File: src/rtl/fact_ctrl_pkg.sv
// Shared definitions for the factorial engine arbiter: datapath width,
// controller state encoding, default watchdog limit and a clog2 helper.
package fact_ctrl_pkg;

    // Operand/result width of the shared factorial engine.
    localparam int N_W = 10;

    // Default engine watchdog limit (only active with FACT_ARB_TIMEOUT_EN).
    localparam int DEFAULT_TIMEOUT_CYCLES = 1024;

    // Controller states.
    typedef enum logic [2:0] {
        IDLE  = 3'd0,
        ISSUE = 3'd1,
        GUARD = 3'd2,
        WAIT  = 3'd3,
        RESP  = 3'd4
    } fact_arb_state_t;

    // Ceiling log2, usable in constant expressions.
    function automatic int clog2(input int value);
        int result;
        int rem;
        result = 0;
        rem    = value - 1;
        while (rem > 0) begin
            result++;
            rem = rem >> 1;
        end
        return result;
    endfunction

endpackage

File: src/rtl/rr_arbiter.sv
// Combinational round-robin picker: selects the first asserted request at or
// after ptr, wrapping around. Produces a one-hot grant and its encoded index.
module rr_arbiter
    import fact_ctrl_pkg::*;
#(
    parameter  int NUM_REQ = 4,
    localparam int ID_W    = (clog2(NUM_REQ) < 1) ? 1 : clog2(NUM_REQ)
) (
    input  logic [NUM_REQ-1:0] req,
    input  logic [ID_W-1:0]    ptr,
    output logic [NUM_REQ-1:0] grant,
    output logic [ID_W-1:0]    idx,
    output logic               any
);

    // Two passes: indices at/after ptr first, then the wrapped indices below ptr.
    always_comb begin
        grant = '0;
        idx   = '0;
        any   = 1'b0;
        for (int i = 0; i < NUM_REQ; i++) begin
            if (!any && req[i] && (i >= int'(ptr))) begin
                any      = 1'b1;
                grant[i] = 1'b1;
                idx      = ID_W'(i);
            end
        end
        for (int i = 0; i < NUM_REQ; i++) begin
            if (!any && req[i] && (i < int'(ptr))) begin
                any      = 1'b1;
                grant[i] = 1'b1;
                idx      = ID_W'(i);
            end
        end
    end

endmodule

File: src/rtl/factorial_engine_arbiter.sv
// Round-robin controller sharing one iterative factorial engine among
// NUM_REQ requesters. One request is outstanding at a time: grant, launch
// the engine, wait for completion, return the tagged result.
// Optional engine watchdog: define FACT_ARB_TIMEOUT_EN.
//
// Handshakes: a transfer happens on a rising edge where valid and ready are
// both 1. Requesters hold req_valid/req_n stable until granted; the
// controller holds resp_valid/resp_id/resp_result/resp_error stable until
// resp_ready. ready never depends on the same port's valid dropping.
module factorial_engine_arbiter
    import fact_ctrl_pkg::*;
#(
    parameter  int NUM_REQ        = 4,
    parameter  int TIMEOUT_CYCLES = DEFAULT_TIMEOUT_CYCLES,
    localparam int ID_W           = (clog2(NUM_REQ) < 1) ? 1 : clog2(NUM_REQ)
) (
    input  logic                   clk,
    input  logic                   rst,
    input  logic [NUM_REQ-1:0]     req_valid,
    input  logic [NUM_REQ*N_W-1:0] req_n,
    output logic [NUM_REQ-1:0]     req_ready,
    output logic                   resp_valid,
    input  logic                   resp_ready,
    output logic [ID_W-1:0]        resp_id,
    output logic [N_W-1:0]         resp_result,
    output logic                   resp_error,
    output logic                   eng_rst,
    output logic                   eng_go,
    output logic [N_W-1:0]         eng_n,
    input  logic [N_W-1:0]         eng_result,
    input  logic                   eng_result_valid,
    output fact_arb_state_t        dbg_state,
    output logic [ID_W-1:0]        dbg_rr_ptr
);

    fact_arb_state_t      state;
    fact_arb_state_t      next_state;
    logic [ID_W-1:0]      rr_ptr;
    logic [N_W-1:0]       op_n;
    logic [ID_W-1:0]      op_id;
    logic [N_W-1:0]       res_q;
    logic [NUM_REQ-1:0]   arb_grant;
    logic [ID_W-1:0]      arb_idx;
    logic                 arb_any;
    logic [N_W-1:0]       sel_n;
    logic                 accept;
    logic                 timeout_hit;

    rr_arbiter #(
        .NUM_REQ (NUM_REQ)
    ) u_rr_arbiter (
        .req   (req_valid),
        .ptr   (rr_ptr),
        .grant (arb_grant),
        .idx   (arb_idx),
        .any   (arb_any)
    );

    // Operand of the granted requester.
    always_comb begin
        sel_n = '0;
        for (int i = 0; i < NUM_REQ; i++) begin
            if (arb_grant[i]) begin
                sel_n = req_n[i*N_W +: N_W];
            end
        end
    end

    // A grant in IDLE is always a handshake because ready mirrors the pick.
    assign accept = (state == IDLE) && arb_any;

    // Next-state decode and per-state handshake/engine strobes.
    always_comb begin
        next_state = state;
        req_ready  = '0;
        resp_valid = 1'b0;
        eng_go     = 1'b0;
        case (state)
            IDLE: begin
                if (!rst) begin
                    req_ready = arb_grant;
                end
                if (arb_any) begin
                    next_state = ISSUE;
                end
            end
            ISSUE: begin
                eng_go     = 1'b1;
                next_state = GUARD;
            end
            GUARD: begin
                // The engine may still show the previous result here.
                next_state = WAIT;
            end
            WAIT: begin
                if (eng_result_valid || timeout_hit) begin
                    next_state = RESP;
                end
            end
            RESP: begin
                resp_valid = 1'b1;
                if (resp_ready) begin
                    next_state = IDLE;
                end
            end
            default: next_state = IDLE;
        endcase
    end

    // State register; reset aborts any transaction in flight.
    always_ff @(posedge clk) begin
        if (rst) begin
            state <= IDLE;
        end else begin
            state <= next_state;
        end
    end

    // Request latch, round-robin pointer and result capture.
    always_ff @(posedge clk) begin
        if (rst) begin
            rr_ptr <= '0;
            op_n   <= '0;
            op_id  <= '0;
            res_q  <= '0;
        end else begin
            if (accept) begin
                op_n   <= sel_n;
                op_id  <= arb_idx;
                rr_ptr <= (arb_idx == ID_W'(NUM_REQ - 1)) ? '0 : arb_idx + 1'b1;
            end
            if ((state == WAIT) && eng_result_valid) begin
                res_q <= eng_result;
            end else if (timeout_hit) begin
                res_q <= '0;
            end
        end
    end

`ifdef FACT_ARB_TIMEOUT_EN
    localparam int CNT_W = clog2(TIMEOUT_CYCLES) + 1;

    logic [CNT_W-1:0] wd_cnt;
    logic             err_q;

    // Counter value 0 in GUARD, so the limit covers GUARD plus WAIT cycles.
    assign timeout_hit = (state == WAIT) && !eng_result_valid &&
                         (wd_cnt >= CNT_W'(TIMEOUT_CYCLES - 1));

    // Watchdog counter and error flag for the current response.
    always_ff @(posedge clk) begin
        if (rst) begin
            wd_cnt <= '0;
            err_q  <= 1'b0;
        end else begin
            if (state == ISSUE) begin
                wd_cnt <= '0;
            end else if ((state == GUARD) || (state == WAIT)) begin
                wd_cnt <= wd_cnt + 1'b1;
            end
            if ((state == WAIT) && eng_result_valid) begin
                err_q <= 1'b0;
            end else if (timeout_hit) begin
                err_q <= 1'b1;
            end
        end
    end

    assign resp_error = err_q;
`else
    logic unused_cfg;

    assign unused_cfg  = ^TIMEOUT_CYCLES;
    assign timeout_hit = 1'b0;
    assign resp_error  = 1'b0;
`endif

    // A watchdog expiry also resets the engine for exactly that cycle.
    assign eng_rst     = rst | timeout_hit;
    assign eng_n       = op_n;
    assign resp_id     = op_id;
    assign resp_result = res_q;
    assign dbg_state   = state;
    assign dbg_rr_ptr  = rr_ptr;

endmodule

File: config.mk
export PLATFORM = sky130hd
export DESIGN_NAME = factorial_engine_arbiter
export DESIGN_NICKNAME = d
export VERILOG_FILES = /design/src/rtl/fact_ctrl_pkg.sv /design/src/rtl/rr_arbiter.sv /design/src/rtl/factorial_engine_arbiter.sv
export SDC_FILE = /design/constraint.sdc
export NUM_CORES = 1
export LEC_CHECK = 0
export CORE_ASPECT_RATIO = 0.6
export CORE_MARGIN = 5
export CORE_UTILIZATION = 34
export CTS_BUF_LIST = sky130_fd_sc_hd__clkbuf_8
export DETAILED_ROUTE_END_ITERATION = 7
export PLACE_DENSITY = 0.86
export RECOVER_POWER = 50
export SETUP_SLACK_MARGIN = 0.3
export SKIP_CTS_REPAIR_TIMING = 1
export SLEW_MARGIN = 40
export SYNTH_ARGS = -nofsm -noshare
export SYNTH_HDL_FRONTEND = slang
export SYNTH_SLANG_ARGS = --single-unit
export TNS_END_PERCENT = 50
File: constraint.sdc
create_clock -name clk -period 1.71 [get_ports clk]
set_clock_uncertainty 0.05 [all_clocks]
set_input_delay 0.2565 -clock clk [delete_from_list [all_inputs] [get_ports clk]]
set_output_delay 0.2565 -clock clk [all_outputs]
set_load 0.1 [all_outputs]
==> results.tsv <==
metric	value	unit
status	finished, violations left	
failing checks	negative setup slack	
Combinational Power Share	0.603	
unrepaired setup endpoints after global routing	true	
CP Capture Type	output pin	
Clock Sinks	27	
placed wire-length estimate	4710	microns
Non-Filler Instances	362	
die area	5750	sq um
fin util	0.721	
Max VDD drop	0.456	mV
Reg power frac	0.267	
Clock Path Buffers	2	
Post-Syn Nets	250	
fraction of layout cells with a size suffix above 1	0.387	
Tmin final	2.02	ns
Initial DRC Count	90	
yosys warns	0	
synth-to-layout area growth	103	%
slowest CP cell	or4_4	
core box area	4120	sq um
hold_ws	0.408	ns
Synth top area share	0.370	
synth top area cells	dfxtp_1, a21oi_1, nand2_1, a22o_1, and3b_1	
Clock transition at path regs	0.10	ns
Critical Path RT	1.40	ns
initial antenna violation count	0	
slowest stage delay, CP	0.52	ns
Cells after DPL	349	
First-pass DRT Iterations	4	
Pleak	0.00127	uW
Max-Cap Viols	0	
Setup crit start	dbg_state[2]$_SDFFE_PP0P_	
CTS H-Tree Depth	1	
FF-to-FF Start	dbg_rr_ptr[0]$_SDFFE_PP0P_	
Crit path max-delay family	simple AND/OR/NAND/NOR gates	
CP arrival	1.71	ns
final hold viol count	0	
setup ws final	-0.309	ns
internal power	1520	uW
final WL	6580	microns
CTS Buf Count	3	
commonest non-fill, non-tap cell in the layout	clkdlybuf4s50_1	
CTS tree	yes	
average size of a mapped cell	7.60	sq um
register area share after synthesis	0.370	
Worst slew margin	0.624	
CP Max Fanout	5	
placed cell areas	2980	sq um
Synth cell types	34	
PwrDens	983	nW/um^2
NetSw	1400	uW
overall routing resource usage	0.195	
max-slew violation count	0	
IO Count	93	
largest area contributor in the netlist	dfxtp_1	
most frequent cells in the layout	clkdlybuf4s50_1, a21oi_1, nand2_1, buf_4	
worst-margin pin slew	0.567	ns
Die H	60.8	microns
Clk pwr share	0.129	
Setup Slack @ Placement	-0.615	ns
initial cell density of the core	0.354	
Hold Crit Start	resp_result[7]$_SDFFE_PP0P_	
switch share	0.478	
crit path cell chain	or4_4, buf_8, nor3b_4, buf_12	
WL per Instance	18.2	microns
Rows	18	
final setup fails	17	
via count	1923	
Antenna diodes	0	
fin area	2970	sq um
Antenna Nets Post-Route	0	
max frequency	495	MHz
DR vias/cell	5.31	
Tcrit/Tclk final	1.18	
worst skew pair latency	0.27	ns
Critical Path Source Type	register	
Post-Syn Area	1460	sq um
Worst Path Class, Setup	register to output pin	
vias in the first global route	1781	
Die Wd	94.6	microns
Mapped Cells	192	
Buf/Inv on CP	2	
first-pass GRT wire length	8770	microns
RD Place Congestion	0.888	
final net count	361	
flops & latches, synth	27	
remaining global-route overflow	0	
worst hold path type	register to register	
largest net degree at the start of global routing	19	
number of port buffers	91	
# DRC	0	
Clock Tree Root	clkbuf_8	
cell type report:
type	instances	area, sq um
Multi-Input combinational cell	141	1020
Clock inverter	1	6.26
Sequential cell	27	559
Clock buffer	3	41.3
Fill cell	279	1150
Tap cell	60	75.1
Timing Repair Buffer	126	1250
Inverter	4	15.0
stage by stage:
stage | power [uW] | TNS [ns]
global placement | 2510 | -7.12
global route | 3040 | -2.80
finish | 2920 | -1.86
detailed placement | 2530 | -9.03
CTS | 2900 | -5.14
floorplan | 1840 | -2.61
worst register-to-register path, stage by stage (launching register included):
cell and delay, ns:
dfxtp_4 0.39, buf_6 0.12, nand2b_4 0.13, a311oi_2 0.31
buf_4 0.21, buf_6 0.10, and3b_1 0.19, o22ai_2 0.16
a21oi_2 0.07
cell families (layout without fill, tap and decap cells):
family	after synthesis	in the layout	share of synthesized area
compound gates	75	75	0.308
buf+inv	24	134	0.0711
flops	27	27	0.370
other cells	1	1	0.00257
simple gates	65	65	0.249
synth_stat cells:
library cell,instances
nand2b_1,4
inv_1,4
a21oi_1,47
nor2_1,7
clkbuf_2,1
or3_1,2
o21ai_0,2
clkbuf_1,13
or3b_1,1
o22ai_1,10
o221a_2,1
a31oi_1,1
nor3_1,2
a31o_1,1
buf_2,4
nor3b_1,2
dfxtp_1,27
nor4b_1,1
conb_1,1
o211a_1,1
nor4_2,1
nand2_1,25
a311oi_1,1
and3_1,1
or2_2,1
o311ai_1,1
a22o_1,10
nand3_1,2
buf_4,2
and2_1,1
and3b_1,10
nor2_2,1
nor2b_1,2
or4_1,2
final timing paths:
kind | end | depth (start not counted) | slack, ns
hold reg to reg | resp_result[7]$_SDFFE_PP0P_ | 2 | 0.41
hold / removal | resp_result[7]$_SDFFE_PP0P_ | 2 | 0.41
setup / recovery | req_ready[0] | 4 | -0.31
setup reg to reg | eng_n[2]$_SDFFE_PP0P_ | 8 | -0.12
routing by layer:
metal | vias to the layer above | global-route usage | wire length, microns
met5 | - | 0 | 0
met4 | 0 | 0.0452 | 119
met3 | 10 | 0.0248 | 406
met2 | 86 | 0.317 | 3130
met1 | 917 | 0.278 | 2930
li1 | 910 | - | -
sequential cells by signal, summed over array words and instances, names as in the netlist:
signal,cells
eng_n,10
resp_result,10
dbg_state,3
dbg_rr_ptr,2
resp_id,2
power by group through the flow:
| stage | combinational [uW] | sequential (uW) | clock, uW |
|---|---|---|---|
| global route | 1840 | 788 | 409 |
| global placement | 1690 | 813 | 0 |
| floorplan | 529 | 1320 | 0 |
| detailed placement | 1710 | 818 | 0 |
| finish | 1760 | 780 | 378 |
| CTS | 1720 | 805 | 378 |
(Power assumes the default switching activity.)
